[src/rtl/bali_lib_pkg.sv]
// Shared types and block/TLP geometry for the tx DMA block scheduler.
// 4KB blocks are cut into 128B memory-write TLPs of 256-bit beats.
package bali_lib_pkg;

  typedef enum logic [2:0] {
    IDLE  = 3'd0,
    CHK   = 3'd1,
    STALL = 3'd2,
    HDR   = 3'd3,
    DATA  = 3'd4,
    DRAIN = 3'd5,
    DONE  = 3'd6
  } sched_state_e;

  localparam int BLK_BEATS = 128;
  localparam int TLP_BEATS = 4;
  localparam int TLP_BYTES = 128;
  localparam int BLK_BYTES = 4096;

endpackage

[src/rtl/tx_dma_ring_ptr.sv]
// Per-link host ring producer pointers; one-cycle increment, full flag registered one cycle
// behind the pointers. No backpressure: the scheduler only strobes inc at block completion.
module tx_dma_ring_ptr #(
  parameter int PORTS      = 12,
  parameter int PORT_WIDTH = $clog2(PORTS),
  parameter int RING_AW    = 8
) (
  input  logic                          iCLK,
  input  logic                          iRST_N,
  input  logic                          inc,
  input  logic [PORT_WIDTH-1:0]         inc_link,
  input  logic [PORTS-1:0][RING_AW-1:0] rd_ptr,
  output logic [PORTS-1:0][RING_AW-1:0] wr_ptr,
  output logic [PORTS-1:0]              ring_full
);

  always_ff @(posedge iCLK or negedge iRST_N) begin
    if (!iRST_N) begin
      wr_ptr    <= '0;
      ring_full <= '0;
    end else begin
      for (int i = 0; i < PORTS; i++) begin
        if (inc && (inc_link == PORT_WIDTH'(i)))
          wr_ptr[i] <= wr_ptr[i] + RING_AW'(1);
        // one slot is always left empty so full and empty stay distinguishable
        ring_full[i] <= ((wr_ptr[i] + RING_AW'(1)) == rd_ptr[i]);
      end
    end
  end

endmodule

[src/rtl/tx_dma_blk_scheduler.sv]
// Drains whole 4KB blocks from the arbiter FIFO into 128B host-ring TLPs; data is a combinational
// pass-through, headers wait on iTLP_GNT, beats wait on iTLP_READY, and a full ring stalls the block.
module tx_dma_blk_scheduler #(
  parameter int PORTS      = 12,
  parameter int PORT_WIDTH = $clog2(PORTS),
  parameter int RING_AW    = 8,
  parameter int TLP_BEATS  = bali_lib_pkg::TLP_BEATS,
  parameter int BLK_BEATS  = bali_lib_pkg::BLK_BEATS
) (
  input  logic                          iCLK,
  input  logic                          iRST_N,
  input  logic [255:0]                  iFIFO_DATA,
  input  logic                          iFIFO_EMPTY,
  input  logic [7:0]                    iFIFO_USED,
  input  logic [PORT_WIDTH-1:0]         iLINK_NUMBER,
  output logic                          oFIFO_RD_ACK,
  output logic                          oBLK_DONE_PULSE,
  output logic                          oHIP_BLK_DONE,
  output logic [PORT_WIDTH-1:0]         oHIP_LINK_NUMBER,
  output logic                          oTLP_REQ,
  input  logic                          iTLP_GNT,
  output logic [63:0]                   oTLP_ADDR,
  output logic [9:0]                    oTLP_LEN_DW,
  output logic [255:0]                  oTLP_DATA,
  output logic                          oTLP_DATA_V,
  output logic                          oTLP_EOP,
  input  logic                          iTLP_READY,
  input  logic [PORTS-1:0]              iREG_LINK_EN,
  input  logic [PORTS-1:0][63:0]        iREG_RING_BASE,
  input  logic [PORTS-1:0][RING_AW-1:0] iREG_RD_PTR,
  output logic [PORTS-1:0][RING_AW-1:0] oREG_WR_PTR,
  output logic [PORTS-1:0]              oREG_RING_FULL,
  output logic [2:0]                    oREG_SM_PS
);
  import bali_lib_pkg::*;

  localparam int BEAT_W = $clog2(BLK_BEATS);
  localparam int SUB_W  = $clog2(TLP_BEATS);
  localparam int IDX_W  = $clog2(BLK_BEATS / TLP_BEATS);
  localparam int BLK_SH = $clog2(BLK_BYTES);
  localparam int TLP_SH = $clog2(TLP_BYTES);

  sched_state_e              state_q, state_d;
  logic [PORT_WIDTH-1:0]     lnk_q;
  logic [IDX_W-1:0]          tlp_idx_q;
  logic [BEAT_W-1:0]         beat_cnt_q;
  logic                      tx_blk_q;
  logic                      gap_q;

  logic                      fifo_rd_ack;
  logic                      tlp_req;
  logic                      data_v;
  logic                      blk_done;
  logic                      ring_inc;
  logic                      tlp_last;
  logic                      ring_full_now;
  logic [63:0]               tlp_addr;
  logic [PORTS-1:0][RING_AW-1:0] wr_ptr;

  tx_dma_ring_ptr #(
    .PORTS      (PORTS),
    .PORT_WIDTH (PORT_WIDTH),
    .RING_AW    (RING_AW)
  ) u_ring_ptr (
    .iCLK      (iCLK),
    .iRST_N    (iRST_N),
    .inc       (ring_inc),
    .inc_link  (lnk_q),
    .rd_ptr    (iREG_RD_PTR),
    .wr_ptr    (wr_ptr),
    .ring_full (oREG_RING_FULL)
  );

  // Sampled live so a consumer-pointer move is seen the same cycle it lands.
  assign ring_full_now = ((wr_ptr[lnk_q] + RING_AW'(1)) == iREG_RD_PTR[lnk_q]);
  assign tlp_addr = iREG_RING_BASE[lnk_q]
                  + (64'(wr_ptr[lnk_q]) << BLK_SH)
                  + (64'(tlp_idx_q) << TLP_SH);

  always_comb begin
    state_d     = state_q;
    fifo_rd_ack = 1'b0;
    tlp_req     = 1'b0;
    data_v      = 1'b0;
    blk_done    = 1'b0;
    ring_inc    = 1'b0;
    tlp_last    = 1'b0;
    unique case (state_q)
      IDLE: begin
        if (!gap_q && !iFIFO_EMPTY && (iFIFO_USED >= 8'(BLK_BEATS)))
          state_d = CHK;
      end
      CHK, STALL: begin
        if (!iREG_LINK_EN[lnk_q])
          state_d = DRAIN;
        else if (ring_full_now)
          state_d = STALL;
        else
          state_d = HDR;
      end
      HDR: begin
        tlp_req = 1'b1;
        if (iTLP_GNT)
          state_d = DATA;
      end
      DATA: begin
        data_v = 1'b1;
        if (iTLP_READY) begin
          fifo_rd_ack = 1'b1;
          if (beat_cnt_q[SUB_W-1:0] == '1) begin
            tlp_last = 1'b1;
            state_d  = (tlp_idx_q == '1) ? DONE : HDR;
          end
        end
      end
      DRAIN: begin
        fifo_rd_ack = 1'b1;
        if (beat_cnt_q == '1)
          state_d = DONE;
      end
      DONE: begin
        blk_done = 1'b1;
        ring_inc = tx_blk_q;
        state_d  = IDLE;
      end
      default: state_d = IDLE;
    endcase
  end

  always_ff @(posedge iCLK or negedge iRST_N) begin
    if (!iRST_N) begin
      state_q    <= IDLE;
      lnk_q      <= '0;
      tlp_idx_q  <= '0;
      beat_cnt_q <= '0;
      tx_blk_q   <= 1'b0;
      gap_q      <= 1'b0;
    end else begin
      state_q <= state_d;
      if ((state_q == IDLE) && (state_d == CHK))
        lnk_q <= iLINK_NUMBER;
      if ((state_q == CHK) || (state_q == STALL))
        tx_blk_q <= (state_d == HDR);
      if (fifo_rd_ack)
        beat_cnt_q <= beat_cnt_q + BEAT_W'(1);
      if (tlp_last)
        tlp_idx_q <= tlp_idx_q + IDX_W'(1);
      // second idle cycle lets the upstream used-count settle after the pop
      gap_q <= (state_q == DONE);
    end
  end

  assign oFIFO_RD_ACK     = fifo_rd_ack;
  assign oBLK_DONE_PULSE  = blk_done;
  assign oHIP_BLK_DONE    = blk_done;
  assign oHIP_LINK_NUMBER = blk_done ? lnk_q : '0;
  assign oTLP_REQ         = tlp_req;
  assign oTLP_ADDR        = tlp_req ? tlp_addr : '0;
  assign oTLP_LEN_DW      = 10'(TLP_BYTES / 4);
  assign oTLP_DATA        = data_v ? iFIFO_DATA : '0;
  assign oTLP_DATA_V      = data_v;
  assign oTLP_EOP         = data_v && (beat_cnt_q[SUB_W-1:0] == '1);
  assign oREG_WR_PTR      = wr_ptr;
  assign oREG_SM_PS       = state_q;

endmodule
[config.mk]
export PLATFORM = sky130hd
export DESIGN_NAME = tx_dma_blk_scheduler
export DESIGN_NICKNAME = d
export VERILOG_FILES = /design/src/rtl/bali_lib_pkg.sv /design/src/rtl/tx_dma_ring_ptr.sv /design/src/rtl/tx_dma_blk_scheduler.sv
export SDC_FILE = /design/constraint.sdc
export NUM_CORES = 1
export LEC_CHECK = 0
export ABC_AREA = 1
export BUFFER_PORTS_ARGS = -buffer_cell sky130_fd_sc_hd__clkbuf_2
export CAP_MARGIN = 0
export CORE_AREA = 2 2 614 616
export CTS_CLUSTER_DIAMETER = 60
export CTS_CLUSTER_SIZE = 8
export DETAILED_ROUTE_END_ITERATION = 8
export DIE_AREA = 0 0 616 618
export GPL_TIMING_DRIVEN = 1
export PLACE_DENSITY_LB_ADDON = 0.2
export REMOVE_ABC_BUFFERS = 1
export SLEW_MARGIN = 30
export SYNTH_ARGS = -nofsm -noshare
export SYNTH_HDL_FRONTEND = slang
export SYNTH_HIERARCHICAL = 1
export SYNTH_SLANG_ARGS = --single-unit
[constraint.sdc]
create_clock -name iCLK -period 4.4 [get_ports iCLK]
set_input_delay 0.66 -clock iCLK [delete_from_list [all_inputs] [get_ports iCLK]]
set_output_delay 0.66 -clock iCLK [all_outputs]
set_load 0.01 [all_outputs]
==> run summary <==
## Layout
- **leading cell types in the layout, fill and taps excluded** 1,536 x sky130_fd_sc_hd__clkbuf_2, 988 x sky130_fd_sc_hd__nor2_1, 777 x sky130_fd_sc_hd__nand2_1
- **fin util** 0.1187
- **number of nets at the end of the flow** 7,374
- **layout-stage area growth over the synthesis result** 102.3%
- **Filler Cells Inserted** 44,550
- **final instance area** 0.04440 sq mm
- **most common cell after layout, fill and taps aside** sky130_fd_sc_hd__clkbuf_2
- **fraction of final layout cells with drive strength greater than 1** 0.4288

## Timing
- **number of hold-slack violations in the final timing report** 0
- **ratio of final minimum period to clock period** 1.186
- **FMAX** 191.7 MHz
- **final setup skew** 40.44 ps
- **sum of negative setup slack** -30,970 ps
- **shortest period the worst path allows** 5217 ps
- **worst slack on hold paths** 124.8 ps
- **Slew Limit Fails** 0
- **slew at the pin with the worst max-slew slack** 851.5 ps
- **worst slew slack as a fraction of its limit** 0.4263
- **count of endpoints failing setup in the final report** 53
- **setup slack of the critical path after layout** -817.4 ps
- **unrepaired setup endpoints after global routing** yes

## Detailed routing
- **routed length per placed instance** 28.35 um
- **number of nets with antenna violations after detailed routing** 0
- **Avg Vias per Cell** 3.312
- **number of optimization iterations in the first detailed-route pass** 5
- **total number of vias** 37,250
- **initial drt markers** 2,931
- **total DRC errors in the routed layout** 0
- **routed wire length** 318,900 um

## Yosys
- **most area-hungry cell type in the Yosys netlist** sky130_fd_sc_hd__nor2_1
- **cell area after synthesis** 0.02195 sq mm
- **cells after synthesis** 4,164
- **register bit count reported by yosys** 129
- **register area share after synthesis** 0.1470
- **proportion of register bits with asynchronous set or reset after synthesis** 1.000
- **Yosys cell types** 48
- **most used flip-flop cell after synthesis** sky130_fd_sc_hd__dfrtp_1
- **yosys synthesis warning count** 6
- **dominant cells by area after synthesis** sky130_fd_sc_hd__nor2_1 18%, sky130_fd_sc_hd__dfrtp_1 15%, sky130_fd_sc_hd__nand2_1 15%, sky130_fd_sc_hd__o21ai_0 11%, sky130_fd_sc_hd__inv_1 8.3%
- **Avg Inst Size Synth** 5.273 sq um
- **number of enable-type register cells in the synthesized netlist** 0
- **share of the synthesized area in the top cell type** 0.1788

## Floorplanning
- **starting density of the core** 0.05868
- **Core Rows** 225
- **die extent in x** 616 um
- **ports placed on the boundary** 1,600
- **vertical die dimension** 618 um
- **Core Area** 0.3741 sq mm
- **Die Outline Area** 0.3807 sq mm

## Placed design
- **Final HPWL DP** 278,200 um
- **DP Area** 0.03960 sq mm
- **final estimated routing congestion in global placement** 0.9521
- **count of buffers inserted at the top-level ports** 1,582

## Clock network
- **hold buffer count at CTS** 0
- **master cell of the clock root buffer** sky130_fd_sc_hd__clkbuf_16
- **TritonCTS Sinks** 129
- **clock-pin slew of the registers on the worst-case setup and hold paths** 90 ps
- **clock buffers created by TritonCTS** 17
- **CTS tree** built
- **source-to-sink clock delay at the later pin of the worst-skew pair** 540 ps
- **clock buffer depth** 2
- **# H-tree levels** 4

## Job
- **Max-Cap Viols** 0

## GRT
- **busiest layer in global routing** met2
- **initial antenna violation count** 145
- **global route total overflow** 0
- **met2 usage** 0.2649
- **met1 routing resource usage after global routing** 0.2003
- **via count of the first global-routing pass** 35,950
- **Total Routing Usage GR** 0.1579
- **global-route wire length before repair** 391,600 um
- **GR Layer Usage met3** 0.03624
- **maximum number of pins on one net before global-route repair** 84

## Worst setup path
- **r2r endpoint** tx_blk_q
- **kind of critical path** flip-flop to output pin
- **setup slack on the worst flop-to-flop path** 990 ps
- **crit path launch type** flip-flop
- **Critical Path AT** 4560 ps
- **crit path capture type** output pin
- **worst setup path endpoint** oTLP_ADDR[46]
- **cell count of the worst reg-to-reg path** 19
- **beginning of the critical path** lnk_q[0]
- **biggest fanout along the worst timing path** 15
- **required time of the critical path** 3740 ps
- **critical register-to-register path startpoint** lnk_q[0]

## Power and ir drop
- **worst-case vdd ir drop** 0.0002054 V
- **total power** 25,270 uW
- **leakage power** 0.02175 uW
- **total power divided by cell area** 569.0 mW/mm^2

## Outcome
- **status** finished with violations
- **violations in the final reports** negative setup slack

## Min path
- **worst min-delay path class** primary input to asynchronous set/reset pin

-- repair_timing --
action	in CTS	in global routing
cloned	20	16
setup endpoints to repair	54	54
gates resized for setup	371	301
buffers inserted	60	55
pin swaps	58	111
-- metrics by stage --
step	cells	worst slack, ps
3_3_place_gp	11030	-1255
3_5_place_dp	11030	-1176
5_1_grt	11240	-964.4
2_1_floorplan	3922	-15230
4_1_cts	11140	-880.5
6_report	11250	-817.4
-- sequential cells by signal, indices dropped and copies added (netlist names) --
register and count:
u_ring_ptr/wr_ptr 96, u_ring_ptr/ring_full 12, beat_cnt_q 7, tlp_idx_q 5, lnk_q 4, oREG_SM_PS 3
gap_q 1, tx_blk_q 1
-- report_power, final --
group | internal, uW | switching (uW) | total, uW
combinational | 8050 | 14200 | 22200
sequential | 1290 | 146 | 1440
clock | 760 | 832 | 1590
-- routing by layer --
metal,share of wire,vias to the layer above
met4,0.034,16
met1,0.43,17840
met5,0.00030,-
met2,0.47,1547
met3,0.068,349
li1,-,17500
-- final cells by class --
type,instances,area (sq um),share of cell area
timing repair buffer,2249,15100,0.3401
multi-input combinational,3283,17060,0.3842
antenna,46,115.1,0.002592
tap,4994,6248,0.1407
timing repair inverter,5,66.31,0.001493
clock buffer,17,425.4,0.009580
inverter,510,1983,0.04466
clock inverter,15,163.9,0.003691
sequential,129,3239,0.07295
-- synth_stat cells, types with 19 or more instances --
library cell               instances
sky130_fd_sc_hd__o22ai_1          86
sky130_fd_sc_hd__nand3_1         241
sky130_fd_sc_hd__nor2_2           20
sky130_fd_sc_hd__ha_1             29
sky130_fd_sc_hd__o21ai_0         493
sky130_fd_sc_hd__buf_6            19
sky130_fd_sc_hd__nor2_1         1046
sky130_fd_sc_hd__o21ai_1          85
sky130_fd_sc_hd__buf_2            72
sky130_fd_sc_hd__xnor2_1          24
sky130_fd_sc_hd__clkbuf_1        101
sky130_fd_sc_hd__nand3b_1         29
sky130_fd_sc_hd__nand4_1          24
sky130_fd_sc_hd__inv_1           485
sky130_fd_sc_hd__inv_2            22
sky130_fd_sc_hd__o221ai_1         36
sky130_fd_sc_hd__buf_4            43
sky130_fd_sc_hd__a21oi_1          68
sky130_fd_sc_hd__nand2_1         858
sky130_fd_sc_hd__dfrtp_1         129
sky130_fd_sc_hd__o211ai_1         99
sky130_fd_sc_hd__xor2_1           51
-- logic make-up after synthesis --
group,Yosys count,synth area share
compound gates,884,0.2266
xor+xnor,77,0.03203
fa+ha+maj,30,0.01744
buf+inv,760,0.1479
flops,129,0.1470
mux,5,0.002564
other cells,2,0.0003421
simple gates,2277,0.4261
-- critical path, cell delays in order (launching register included) --
cell,delay (ps)
sky130_fd_sc_hd__dfrtp_4,510
sky130_fd_sc_hd__buf_12,170
sky130_fd_sc_hd__buf_12,140
sky130_fd_sc_hd__clkbuf_16,170
sky130_fd_sc_hd__nor2_1,110
sky130_fd_sc_hd__o22ai_1,100
sky130_fd_sc_hd__o211ai_1,210
sky130_fd_sc_hd__nand2_1,100
sky130_fd_sc_hd__buf_6,150
sky130_fd_sc_hd__ha_4,320
sky130_fd_sc_hd__buf_4,170
sky130_fd_sc_hd__a21oi_4,70
sky130_fd_sc_hd__o21ai_2,170
sky130_fd_sc_hd__a21oi_4,100
sky130_fd_sc_hd__o21ai_4,100
sky130_fd_sc_hd__nand3_4,110
sky130_fd_sc_hd__nor2_4,250
sky130_fd_sc_hd__nand3_2,160
sky130_fd_sc_hd__nor2_4,120
sky130_fd_sc_hd__nand3b_1,140
sky130_fd_sc_hd__buf_6,160
sky130_fd_sc_hd__nand2_2,50
sky130_fd_sc_hd__nand2_2,60
sky130_fd_sc_hd__nor2_4,110
sky130_fd_sc_hd__buf_6,130
sky130_fd_sc_hd__buf_6,100
-- worst min-delay path by stage --
stage          cells past startpoint  slack, ps                    end          start
4_1_cts                            1        120  u_ring_ptr/wr_ptr[60]         iRST_N
2_1_floorplan                      0        360          beat_cnt_q[0]         iRST_N
5_1_grt                            1        140  u_ring_ptr/wr_ptr[60]         iRST_N
6_report                           1        120  u_ring_ptr/wr_ptr[60]         iRST_N
3_3_place_gp                       1        470          beat_cnt_q[4]  beat_cnt_q[4]
3_5_place_dp                       1        470          beat_cnt_q[4]  beat_cnt_q[4]
Power figures use the tool's default switching activity.
